File: config.mk
export PLATFORM = sky130hd
export DESIGN_NAME = sd_req_arbiter
export DESIGN_NICKNAME = d
export VERILOG_FILES = /design/src/rtl/sd_arb_pkg.sv /design/src/rtl/sd_rr_pick.sv /design/src/rtl/sd_req_arbiter.sv
export SDC_FILE = /design/constraint.sdc
export NUM_CORES = 1
export LEC_CHECK = 0
export ABC_AREA = 1
export ABC_CLOCK_PERIOD_IN_PS = 3200
export CAP_MARGIN = 20
export CORE_UTILIZATION = 43
export CTS_BUF_LIST = sky130_fd_sc_hd__clkbuf_8
export CTS_CLUSTER_SIZE = 20
export DETAILED_ROUTE_END_ITERATION = 8
export GPL_TIMING_DRIVEN = 0
export PLACE_DENSITY = 0.87
export SYNTH_ARGS = -nofsm -noshare
export SYNTH_HDL_FRONTEND = slang
export SYNTH_SLANG_ARGS = --single-unit
File: constraint.sdc
create_clock -name clk_sys -period 3.2 [get_ports clk_sys]
set_input_delay 0.64 -clock clk_sys [delete_from_list [all_inputs] [get_ports clk_sys]]
set_output_delay 0.64 -clock clk_sys [all_outputs]
set_load 0.02 [all_outputs]
File: src/rtl/sd_arb_pkg.sv
// sd_arb_pkg: state encoding, operation codes and default watchdog depth for sd_req_arbiter
package sd_arb_pkg;
  typedef enum logic [2:0] {IDLE, REQ, ACKW, XFER, DONE} state_t;
  typedef enum logic {OP_RD, OP_WR} op_t;
  localparam int unsigned DEF_TIMEOUT = 32'd1 << 24;
endpackage

File: src/rtl/sd_rr_pick.sv
// sd_rr_pick: combinational round-robin picker, first pending drive at or after ptr with wrap
module sd_rr_pick #(
  parameter int NDRV = 2,
  parameter int GW = 1
)(
  input  logic [NDRV-1:0] pending,
  input  logic [GW-1:0]   ptr,
  output logic [GW-1:0]   gnt,
  output logic            valid
);
  logic [GW:0] idx;
  // scan from the farthest offset down so the nearest pending drive wins last
  always_comb begin
    gnt = '0;
    idx = '0;
    for (int i = NDRV - 1; i >= 0; i--) begin
      idx = {1'b0, ptr} + (GW+1)'(i);
      idx = (idx >= (GW+1)'(NDRV)) ? idx - (GW+1)'(NDRV) : idx;
      if (pending[idx[GW-1:0]]) gnt = idx[GW-1:0];
    end
  end
  assign valid = |pending;
endmodule

File: src/rtl/sd_req_arbiter.sv
// sd_req_arbiter: round-robin share of the HPS SD sector channel between NDRV drive controllers.
// Define SD_REQ_TIMEOUT_EN to abort requests whose sd_ack never arrives within TIMEOUT cycles.
module sd_req_arbiter
  import sd_arb_pkg::*;
#(
  parameter int NDRV = 2,
  parameter int DW = 8
`ifdef SD_REQ_TIMEOUT_EN
  , parameter int unsigned TIMEOUT = DEF_TIMEOUT
`endif
)(
  input  logic                 clk_sys,
  input  logic                 reset,
  input  logic [NDRV-1:0]      drv_rd,
  input  logic [NDRV-1:0]      drv_wr,
  input  logic [32*NDRV-1:0]   drv_lba,
  input  logic [DW*NDRV-1:0]   drv_buff_din,
  output logic [NDRV-1:0]      drv_act,
  output logic [NDRV-1:0]      drv_done,
  output logic [NDRV-1:0]      drv_err,
  output logic [31:0]          sd_lba,
  output logic [NDRV-1:0]      sd_rd,
  output logic [NDRV-1:0]      sd_wr,
  input  logic                 sd_ack,
  output logic [DW-1:0]        sd_buff_din,
  output logic                 busy
);
  localparam int GW = (NDRV > 1) ? $clog2(NDRV) : 1;
  state_t state;
  op_t op;
  logic [GW-1:0] ptr, gnt, pick;
  logic pick_valid, ack_low;
  logic [NDRV-1:0] gnt_oh;
  sd_rr_pick #(.NDRV(NDRV), .GW(GW)) u_pick (
    .pending(drv_rd | drv_wr),
    .ptr(ptr),
    .gnt(pick),
    .valid(pick_valid)
  );
  assign gnt_oh = NDRV'(1) << gnt;
  assign busy = state != IDLE;
  assign sd_buff_din = busy ? drv_buff_din[DW*gnt +: DW] : '0;
`ifdef SD_REQ_TIMEOUT_EN
  logic [31:0] cnt;
`else
  assign drv_err = '0;
`endif
  // ack_low arms the ack detector only after sd_ack has been seen low for this grant
  always_ff @(posedge clk_sys or posedge reset)
    if (reset) begin
      state <= IDLE;
      op <= OP_RD;
      ptr <= '0;
      gnt <= '0;
      ack_low <= 1'b0;
      sd_lba <= '0;
      sd_rd <= '0;
      sd_wr <= '0;
      drv_act <= '0;
      drv_done <= '0;
`ifdef SD_REQ_TIMEOUT_EN
      drv_err <= '0;
      cnt <= '0;
`endif
    end else begin
      drv_done <= '0;
`ifdef SD_REQ_TIMEOUT_EN
      drv_err <= '0;
`endif
      case (state)
        IDLE: if (pick_valid) begin
          gnt <= pick;
          op <= drv_rd[pick] ? OP_RD : OP_WR;
          sd_lba <= drv_lba[32*pick +: 32];
          ack_low <= 1'b0;
`ifdef SD_REQ_TIMEOUT_EN
          cnt <= '0;
`endif
          state <= REQ;
        end
        REQ: begin
          sd_rd <= (op == OP_RD) ? gnt_oh : '0;
          sd_wr <= (op == OP_WR) ? gnt_oh : '0;
          ack_low <= ack_low | ~sd_ack;
          state <= ACKW;
        end
        ACKW: if (sd_ack && ack_low) begin
          sd_rd <= '0;
          sd_wr <= '0;
          drv_act <= gnt_oh;
          state <= XFER;
        end
`ifdef SD_REQ_TIMEOUT_EN
        else if (cnt == TIMEOUT - 1) begin
          sd_rd <= '0;
          sd_wr <= '0;
          drv_done <= gnt_oh;
          drv_err <= gnt_oh;
          state <= DONE;
        end
`endif
        else begin
          ack_low <= ack_low | ~sd_ack;
`ifdef SD_REQ_TIMEOUT_EN
          cnt <= cnt + 32'd1;
`endif
        end
        XFER: if (!sd_ack) begin
          drv_act <= '0;
          drv_done <= gnt_oh;
          state <= DONE;
        end
        DONE: begin
          ptr <= (gnt == GW'(NDRV - 1)) ? '0 : gnt + 1'b1;
          state <= IDLE;
        end
        default: state <= IDLE;
      endcase
    end
endmodule

==> metrics.md, run 1 <==
| Metric | Value |
|---|---|
| DR pass1 iterations | 4 |
| Combinational group share of total power | 60.9% |
| Sw Ratio | 44.8% |
| Synth Area in Compound Gates | 3.89% |
| Post-cts sizing count | 0 |
| N_diodes | 0 |
| Final worst slack | 0.382 ns |
| Fin. Hold Viols | 0 |
| Post-synth top flop | dfrtp_1 |
| Unrepaired setup endpoints after global routing | no |
| Synth Area in Adders | 0% |
| Clk root buf | clkbuf_8 |
| Mux cell area share after synthesis | 0% |
| CTS Sinks | 47 |
| Routed vias/inst | 4.78 |
| Die Y-Extent | 78.9 um |
| Overflow after GRT | 0 |
| CTS max path bufs | 2 |
| Hold-critical path depth | 2 |
| Status | finished clean |
| Core area | 0.00561 mm^2 |
| Cts hold-fix bufs | 0 |
| Post-route ant nets | 0 |
| Setup TNS | 0 ns |
| Minimum clock period | 2.82 ns |
| Clk_skew | 0.00842 ns |
| Max VDD drop | 413 uV |
| Total GRT Usage | 25.0% |
| Final worst path period share | 88.1% |
| # IOs | 138 |
| Async set-reset flop share out of synthesis | 100% |
| Post-route insts no fill | 590 |
| Most frequent cell after synthesis | nand2_1 |
| Worst Setup Start Kind | flop |
| Syn avg cell area | 6.82 um^2 |
| Largest net degree at the start of global routing | 45 |
| CP arrival | 2.18 ns |
| Critical Path RT | 2.56 ns |
| Global placer's final weighted congestion | 0.796 |
| Worst Reg-to-Reg Cells | 7 |
| Wirelength, routed | 7.22 mm |
| Clock slew seen by the registers of the worst setup and hold paths | 0.08 ns |
| DR WL/cell | 12.2 um |
| Synth cell types | 21 |
| CP Capture Type | output pin |
| Initial antenna violation count | 0 |
| Internal | 0.00195 W |
| Syn. warnings | 0 |
| Max-cap violation count | 0 |
| DIE AREA | 0.00623 mm^2 |
| Simple-gate share of the synthesized area | 41.6% |
| Maximum fanout along the worst path | 10 |
| Crit Path Category | flop to output pin |
| Fraction of layout cells with a size suffix above 1 | 5.60% |
| Placed cell count | 582 |
| Place WS | 0.604 ns |
| Yosys top cell by area | dfrtp_1 |
| Switching power | 0.00158 W |
| Via Count | 2821 |
| CTS tree | built |
| Syn Std Cell Area | 0.00254 mm^2 |
| Starting density of the core | 45.4% |
| Worst-Skew Late Latency | 0.30 ns |
| Area Overhead vs Synth | 61.1% |
| Final setup viols | 0 |
| Post-synth top area share | 46.2% |
| Leading post-synthesis cells by cell area | dfrtp_1, nand2_1, nand3_1 |
| Seq/Total Area, Yosys | 46.2% |
| First-pass GRT wire length | 12.1 mm |
| H-Tree Depth | 2 |
| PD cells | 862 mW/mm^2 |
| Post-synth top cells | nand2_1, dfrtp_1, nand3_1, inv_1, o21ai_0 |
| IO buf count | 135 |
| Register share of total power | 29.0% |
| Clock share of power | 10.1% |
| Synth Instances | 373 |
| Final #Nets | 604 |
| Max Freq | 355 MHz |
| Vias in the first global route | 2708 |
| Rows | 27 |
| Hpwl dp | 5.55 mm |
| Worst hold slack | 0.484 ns |
| Drt drc | 0 |
| Post-synth EDFFs | 0 |
| Leakage | 2.12 nW |
| FILL cells | 488 |
| Xor and xnor fraction of the mapped netlist area | 0% |
| Class of the worst hold path | flop to flop |
| CTS buffer count | 5 |
| Initial DRC Count | 162 |
| Synthesis-stage register bit count | 47 |
| Max Slew Vio Count | 0 |
| Die Width | 78.9 um |
| Largest family of logic cells by synthesized area | simple AND/OR/NAND/NOR gates |
| Post-CTS Setup Bufs | 0 |
final cells by class:
type,instances,area [um^2],share of cell area (%)
buffer,20,116,2.84
clock buffer,5,68.8,1.68
clock inverter,3,20.0,0.489
inverter,24,90.1,2.20
multi-input combinational,283,1160,28.4
sequential,47,1180,28.7
tap,72,90.1,2.20
timing repair buffer,136,1370,33.5
per-stage QoR:
stage | power (W) | cell area, um^2 | utilization [%]
global placement | 0.00313 | 3990 | 71.1
finish | 0.00353 | 4100 | 73.1
floorplan | 0.00225 | 2550 | -
detailed placement | 0.00320 | 4010 | 71.5
CTS | 0.00356 | 4100 | 73.1
global route | 0.00381 | 4100 | 73.1
registers in the layout (all words and copies together), names as in the netlist:
| signal | cells |
|---|---|
| ptr | 1 |
| state | 3 |
| drv_act | 2 |
| ack_low | 1 |
| sd_rd | 2 |
| gnt | 1 |
| drv_done | 2 |
| sd_lba | 32 |
| sd_wr | 2 |
| op | 1 |
power by group through the flow:
stage	sequential, W	combinational, W	clock (W)
floorplan	0.00129	0.000959	0
global placement	0.00102	0.00210	0
detailed placement	0.00103	0.00217	0
CTS	0.00102	0.00217	0.000361
global route	0.00106	0.00237	0.000390
finish	0.00102	0.00215	0.000356
layout by cell type, fill, tap and decap left out, types with 2 or more instances in the layout:
master / instances
o21ai_0: 10
buf_6: 3
clkdlybuf4s50_1: 135
nand3_1: 42
nand2_1: 212
clkbuf_8: 5
clkinvlp_4: 2
inv_2: 2
inv_1: 22
a21oi_1: 2
buf_4: 2
buf_1: 2
clkbuf_1: 4
dfrtp_1: 47
conb_1: 2
nor2_1: 8
buf_2: 9
path summary, 6_finish.rpt:
check,startpoint,end,slack (ns)
min reg2reg,sd_lba[24]$_DFFE_PP0P_,sd_lba[24]$_DFFE_PP0P_,0.48
min in group asynchronous,reset,sd_lba[16]$_DFFE_PP0P_,0.51
max in group asynchronous,reset,sd_lba[11]$_DFFE_PP0P_,2.25
max,gnt$_DFFE_PP0P_,sd_buff_din[3],0.38
min,sd_lba[24]$_DFFE_PP0P_,sd_lba[24]$_DFFE_PP0P_,0.48
max reg2reg,state[0]$_DFFE_PP0P_,sd_lba[10]$_DFFE_PP0P_,1.73
layer usage:
metal | vias up | part of all wire (%) | track usage, % | wire length, um
met2 | 91 | 50 | 44.4 | 3620
met1 | 1287 | 41 | 29.6 | 2980
li1 | 1428 | - | - | -
met5 | - | 0 | 0 | 0
met3 | 15 | 6.4 | 6.09 | 462
met4 | 0 | 2.1 | 8.00 | 151
cells by family (layout without fill, tap and decap cells):
logic type,Yosys count,in the layout
other cells,1,2
buf+inv,44,188
flops,47,47
simple gates,265,265
compound gates,16,16
worst max-delay path, stage by stage (launching register included):
cell	delay, ns
dfrtp_1	0.43
inv_1	0.14
clkbuf_1	0.39
nand2_1	0.10
nand2_1	0.08
nand2_1	0.05
inv_1	0.07
clkdlybuf4s50_1	0.61
No activity file was read; power rests on OpenSTA's default activity.
==> run 2, diff against run 1 <==
CORE_MARGIN = 1   (was not set)
==> results of run 2 <==
Same layout as run 1: the final DEF is identical, and so are final timing and power.
==> run 3, diff against run 2 <==
CORE_MARGIN = not set   (was 1)
==> results of run 3 <==
Same layout as run 1: the final DEF is identical, and so are final timing and power.
